### config.mk
export PLATFORM = sky130hd
export DESIGN_NAME = spi_reg_bridge
export DESIGN_NICKNAME = d
export VERILOG_FILES = /design/src/rtl/spi_reg_bridge.sv
export SDC_FILE = /design/constraint.sdc
export NUM_CORES = 1
export LEC_CHECK = 0
export CAP_MARGIN = 10
export CORE_MARGIN = 4
export CORE_UTILIZATION = 40
export DETAILED_ROUTE_END_ITERATION = 8
export DONT_BUFFER_PORTS = 1
export PLACE_DENSITY_LB_ADDON = 0.05
export SYNTH_ARGS = -nofsm -noshare
export SYNTH_HDL_FRONTEND = slang
export SYNTH_SLANG_ARGS = --single-unit
### constraint.sdc
create_clock -name clk -period 1.3 [get_ports clk]
set_input_delay 0.195 -clock clk [delete_from_list [all_inputs] [get_ports clk]]
set_output_delay 0.195 -clock clk [all_outputs]
set_load 0.02 [all_outputs]
### src/rtl/spi_reg_bridge.sv
`timescale 1ns/1ps
`default_nettype none
// ============================================================================
// Module      : spi_reg_bridge
// Description : Turns framed SPI target bytes into 16-bit register bus reads
//               and writes, and supplies the SPI target's next transmit byte.
//               Frame = CS active. Byte 0 is the command:
//               [7] RD(1)/WR(0), [6] AUTOINC, [5:4] ignored, [3:0] register.
//               Write frames carry (hi, lo) data pairs. Read frames return a
//               status byte followed by (hi, lo) pairs.
// Ports       : clk, reset_n_i          clock, async active-low reset
//               cs_active_i             synchronized chip select (1 = frame)
//               receive_strobe_i/byte_i received byte and its valid pulse
//               transmit_strobe_i       target latched transmit_byte_o
//               transmit_byte_o         byte for the next SPI byte slot
//               bus_addr_o/wdata_o/wr_o register write (1-cycle strobe)
//               bus_rd_o/ack_i/rdata_i  register read handshake
//               overrun_o               sticky: read data was late
// Revision    : 1.0 - initial release
// ============================================================================
module spi_reg_bridge #(
   parameter logic [7:0] STATUS_BYTE = 8'h00,
   parameter int         ADDR_W      = 4
) (
   input  logic              clk,
   input  logic              reset_n_i,
   input  logic              cs_active_i,
   input  logic              receive_strobe_i,
   input  logic [7:0]        receive_byte_i,
   input  logic              transmit_strobe_i,
   output logic [7:0]        transmit_byte_o,
   output logic [ADDR_W-1:0] bus_addr_o,
   output logic [15:0]       bus_wdata_o,
   output logic              bus_wr_o,
   output logic              bus_rd_o,
   input  logic              bus_ack_i,
   input  logic [15:0]       bus_rdata_i,
   output logic              overrun_o
);

   localparam logic [ADDR_W-1:0] c_addr_one = {{(ADDR_W-1){1'b0}}, 1'b1};

   typedef enum logic [1:0] {
      RX_CMD   = 2'd0,
      RX_HI    = 2'd1,
      RX_LO    = 2'd2,
      RX_RDATA = 2'd3
   } rx_state_t;

   typedef enum logic [1:0] {
      TX_IDLE = 2'd0,
      TX_STAT = 2'd1,
      TX_HI   = 2'd2,
      TX_LO   = 2'd3
   } tx_phase_t;

   rx_state_t r_rx_state;
   tx_phase_t r_tx_phase;
   logic      r_autoinc;
   logic      r_wr_inc;       // advance address the cycle after a write strobe
   logic [7:0] r_hi_byte;     // write data hi byte awaiting its lo partner
   logic [7:0] r_lo_byte;     // read data lo byte awaiting its transmit slot

   always_ff @(posedge clk or negedge reset_n_i) begin
      if (!reset_n_i) begin
         r_rx_state      <= RX_CMD;
         r_tx_phase      <= TX_IDLE;
         r_autoinc       <= 1'b0;
         r_wr_inc        <= 1'b0;
         r_hi_byte       <= 8'h00;
         r_lo_byte       <= 8'h00;
         transmit_byte_o <= STATUS_BYTE;
         bus_addr_o      <= '0;
         bus_wdata_o     <= 16'h0000;
         bus_wr_o        <= 1'b0;
         bus_rd_o        <= 1'b0;
         overrun_o       <= 1'b0;
      end else begin
         bus_wr_o <= 1'b0;

         // The write strobe cycle presents the old address; step it afterwards.
         if (r_wr_inc) begin
            bus_addr_o <= bus_addr_o + c_addr_one;
            r_wr_inc   <= 1'b0;
         end

         if (!cs_active_i) begin
            // Frame ended: abandon everything in flight except an issued write.
            r_rx_state      <= RX_CMD;
            r_tx_phase      <= TX_IDLE;
            transmit_byte_o <= STATUS_BYTE;
            bus_rd_o        <= 1'b0;
         end else begin
            // ---------------- receive side ----------------
            if (receive_strobe_i) begin
               case (r_rx_state)
                  RX_CMD: begin
                     r_autoinc  <= receive_byte_i[6];
                     bus_addr_o <= receive_byte_i[ADDR_W-1:0];
                     if (receive_byte_i[7]) begin
                        r_rx_state <= RX_RDATA;
                        r_tx_phase <= TX_STAT;
                        bus_rd_o   <= 1'b1;
                     end else begin
                        r_rx_state <= RX_HI;
                     end
                  end
                  RX_HI: begin
                     r_hi_byte  <= receive_byte_i;
                     r_rx_state <= RX_LO;
                  end
                  RX_LO: begin
                     bus_wr_o    <= 1'b1;
                     bus_wdata_o <= {r_hi_byte, receive_byte_i};
                     r_wr_inc    <= r_autoinc;
                     r_rx_state  <= RX_HI;
                  end
                  default: begin
                     // RX_RDATA: initiator clocks out dummy bytes; discard.
                  end
               endcase
            end

            // ---------------- read completion ----------------
            // Evaluated before the transmit strobe so a same-cycle strobe
            // sees the freshly loaded hi byte and no overrun is flagged.
            if (bus_ack_i && bus_rd_o) begin
               bus_rd_o        <= 1'b0;
               r_lo_byte       <= bus_rdata_i[7:0];
               transmit_byte_o <= bus_rdata_i[15:8];
            end

            // ---------------- transmit side ----------------
            if (transmit_strobe_i) begin
               case (r_tx_phase)
                  TX_STAT: begin
                     if (bus_rd_o && !bus_ack_i) begin
                        overrun_o       <= 1'b1;
                        transmit_byte_o <= STATUS_BYTE;
                     end
                     r_tx_phase <= TX_HI;
                  end
                  TX_HI: begin
                     transmit_byte_o <= r_lo_byte;
                     r_tx_phase      <= TX_LO;
                  end
                  TX_LO: begin
                     transmit_byte_o <= STATUS_BYTE;
                     r_tx_phase      <= TX_HI;
                     if (bus_rd_o && !bus_ack_i) begin
                        // Previous read still outstanding: keep waiting on it.
                        overrun_o <= 1'b1;
                     end else begin
                        if (r_autoinc) begin
                           bus_addr_o <= bus_addr_o + c_addr_one;
                        end
                        bus_rd_o <= 1'b1;
                     end
                  end
                  default: begin
                     // TX_IDLE: no read frame in progress.
                  end
               endcase
            end
         end
      end
   end

endmodule
`default_nettype wire

==> impl_metrics.py <==
metrics = {
    "run_status": {
        "status": "finished, violations left",
        "violations": "hold timing, setup timing",
    },
    "grt": {
        "grt_pass1_wl_mm": 8.90,
        "antenna_found_initial": 0,
        "grt_pass1_vias": 1783,
        "grt_use_total_pct": 15.6,
        "grt_max_degree": 54,
        "grt-ovfl-total": 0,
    },
    "cts": {
        "cts_root_buffer": "clkbuf_8",
        "numCtsBuffers": 5,
        "clkTransAtPathRegs_ns": 0.09,
        "cts.sinks": 53,
        "cts-htree-levels": 2,
        "cts_tree": "done",
        "clk_latency_ns": 0.30,
        "clockBufferDepth": 2,
    },
    "critical_path": {
        "slowest_delay_ns": 0.42,
        "cp-start-kind": "flop",
        "slowest_stage": "dfrtp_1",
        "end_kind": "flop",
        "crit_family": "flip-flops",
        "crit_fanout": 9,
        "critPathArrivalTime_ns": 1.51,
        "critPathKind": "flop to flop",
        "cp.required_ns": 1.49,
        "crit_buf_inv": 1,
        "path_cells": "inv_2 -> ha_2 -> nand3_4 -> mux2_2",
    },
    "timing": {
        "timing.final.crit_period_ns": 1.32,
        "rsz0062_at_grt": "yes",
        "tightest_slew_ns": 0.533,
        "skew_ns": 0.00463,
        "drv_slew": 0,
        "period_share_pct": 101,
        "hold_slack_ns": -0.425,
        "finalWorstSetupSlack_ns": -0.0191,
        "fmax_ghz": 0.758,
        "timing.final.hold_violations": 53,
        "slew_headroom_pct": 64.4,
        "fin_setup_tns_ns": -0.115,
        "setup_viol": 15,
    },
    "cells_and_area": {
        "drive_above_1_share_pct": 39.8,
        "syn_to_final_growth_pct": 18.0,
        "antenna_cells": 0,
        "final_area_sq_um": 2810,
        "fin_nets": 254,
    },
    "logic_synthesis": {
        "synth.top_cells.by_count": "dfrtp_1, mux2_2, nand2_1",
        "synth.most_common_cell": "dfrtp_1",
        "synth_edf_count": 0,
        "syn_avg_cell_area_sq_um": 11.9,
        "synth_fp_nets": 234,
        "async_flop_share_pct": 100,
        "synth_area_leaders": "dfrtp_1, mux2_2, nand2_1, nand3_1, a21oi_1",
        "synth_cell_types": 33,
        "netlist_instances": 200,
        "ys_seq_elements": 53,
        "yosysSeqAreaShare_pct": 55.6,
        "netlist_area_sq_um": 2380,
        "synth_flop_cell": "dfrtp_1",
        "yosysWarnings": 0,
        "yosysTopAreaCell": "dfrtp_1",
        "synth_top_area_share_pct": 55.6,
    },
    "hold_path": {
        "hp-class": "primary input to async pin",
    },
    "floorplan": {
        "core_sq_um": 5640,
        "fp.dieW_um": 85.2,
        "chipHeight_um": 85.2,
        "start_util_pct": 42.2,
        "io-pin-count": 61,
        "floorplan.rows": 27,
        "die_area_sq_um": 7260,
    },
    "pwr": {
        "worst_ir_drop_vdd_v": 0.000935,
        "powerDensity_nw_per_um2": 1720,
        "leakage_nw": 1.21,
        "power_mw": 4.85,
    },
    "placed_design": {
        "io_buffer_count": 0,
        "dp_hpwl_mm": 3.75,
        "placedInstanceArea_sq_um": 2570,
        "gp_congestion": 0.749,
    },
    "routing": {
        "first_pass_iters": 4,
        "wl_mm": 5.42,
        "wl_per_cell_um": 18.5,
        "drt_iter0_drc": 41,
        "routed-via-count": 1632,
        "route.detailed.drc": 0,
        "ant_nets": 0,
        "viasPerCell": 5.57,
    },
    "flow_run": {
        "drv_cap": 0,
    },
}
==> registers in the layout, summed over array words and instances, names as in the netlist <==
name             flops
bus_wr_o             1
bus_wdata_o         16
transmit_byte_o      8
r_lo_byte            8
overrun_o            1
bus_rd_o             1
bus_addr_o           4
r_wr_inc             1
r_tx_phase           2
r_autoinc            1
r_hi_byte            8
r_rx_state           2
==> power breakdown <==
part	internal [mW]	leakage, nW	total (mW)	switching [mW]
Clock	0.373	0.0439	0.901	0.528
Combinational	0.650	0.493	1.07	0.417
Sequential	2.19	0.672	2.88	0.696
==> logic make-up (layout without fill, tap and decap cells) <==
kind of cell | Yosys count | in the layout | share of synthesized area (%)
compound gates | 36 | 36 | 10.1
xor+xnor | 4 | 4 | 1.47
fa+ha+maj | 4 | 4 | 2.10
buf+inv | 11 | 31 | 2.20
flops | 53 | 53 | 55.6
mux | 35 | 35 | 16.4
simple gates | 57 | 58 | 12.1
==> stage by stage <==
step / hold slack, ns / std cells / worst slack [ns] / util [%]
floorplan: -0.101 / 200 / -0.0773 / -
global placement: -0.0992 / 279 / -0.0364 / 45.6
detailed placement: -0.0990 / 279 / -0.112 / 45.6
CTS: -0.436 / 291 / -0.0270 / 48.4
global route: -0.455 / 293 / -0.105 / 49.8
finish: -0.425 / 293 / -0.0191 / 49.8
==> path summary, 6_finish.rpt <==
check                                           from                     endpoint  slack, ns  cells after the start
max in group asynchronous                  reset_n_i      r_tx_phase[0]$_DFF_PN0_       1.62                      0
min reg2reg                 r_hi_byte[3]$_DFFE_PN0P_  bus_wdata_o[11]$_DFFE_PN0P_       0.51                      1
min                                        reset_n_i      bus_addr_o[0]$_DFF_PN0_      -0.42                      0
max                        r_rx_state[0]$_DFFE_PN0P_   bus_wdata_o[6]$_DFFE_PN0P_      -0.02                      4
max reg2reg                r_rx_state[0]$_DFFE_PN0P_   bus_wdata_o[6]$_DFFE_PN0P_      -0.02                      4
min in group clk                      bus_rdata_i[5]     r_lo_byte[5]$_DFFE_PN0P_       0.04                      1
==> layout by cell type, fill, tap and decap left out, types with 2 or more instances in the layout <==
cell type | synthesis | final
dlygate4sd3_1 | 0 | 3
xor2_1 | 3 | 3
nand3_4 | 0 | 3
dfrtp_2 | 0 | 2
nand3_1 | 15 | 14
a31oi_1 | 2 | 2
o21a_4 | 0 | 2
dfrtp_1 | 53 | 51
nand2b_1 | 2 | 2
clkbuf_8 | 0 | 5
and3_4 | 2 | 2
a21oi_2 | 0 | 7
ha_2 | 0 | 3
a21o_1 | 8 | 8
inv_2 | 0 | 2
nand2_1 | 27 | 25
mux2_2 | 33 | 33
inv_1 | 4 | 2
a21oi_1 | 13 | 6
clkinv_2 | 0 | 2
nand2_2 | 0 | 2
mux2i_1 | 2 | 2
and2_1 | 2 | 2
buf_4 | 0 | 15
o221ai_2 | 0 | 3
nor2_1 | 3 | 2
o21ai_1 | 0 | 2
==> layout make-up <==
cell class,instances,area [sq um]
well taps,72,90.1
multi-input cells,137,1130
repair buffers,19,163
clock inverters,3,17.5
clock buffers,5,68.8
flip-flops and latches,53,1330
fillers,503,2830
inverters,4,15.0
==> metal layers <==
metal,up-vias,share of wire [%],track usage [%]
li1,747,-,-
met1,816,41,19.2
met2,56,49,24.8
met3,13,7.3,5.83
met4,0,2.3,6.33
met5,-,0,0
==> what timing repair did <==
| action | in CTS | in global routing |
|---|---|---|
| pin swaps | 7 | 8 |
| setup endpoints to repair | 41 | 41 |
| hold endpoints to repair | 55 | 54 |
| resized for setup | 12 | 15 |
| hold buffers | 2 | 1 |
| cloned | 1 | 0 |
| setup buffers | 1 | 1 |
Note: power is estimated with default switching activity, not from simulation.
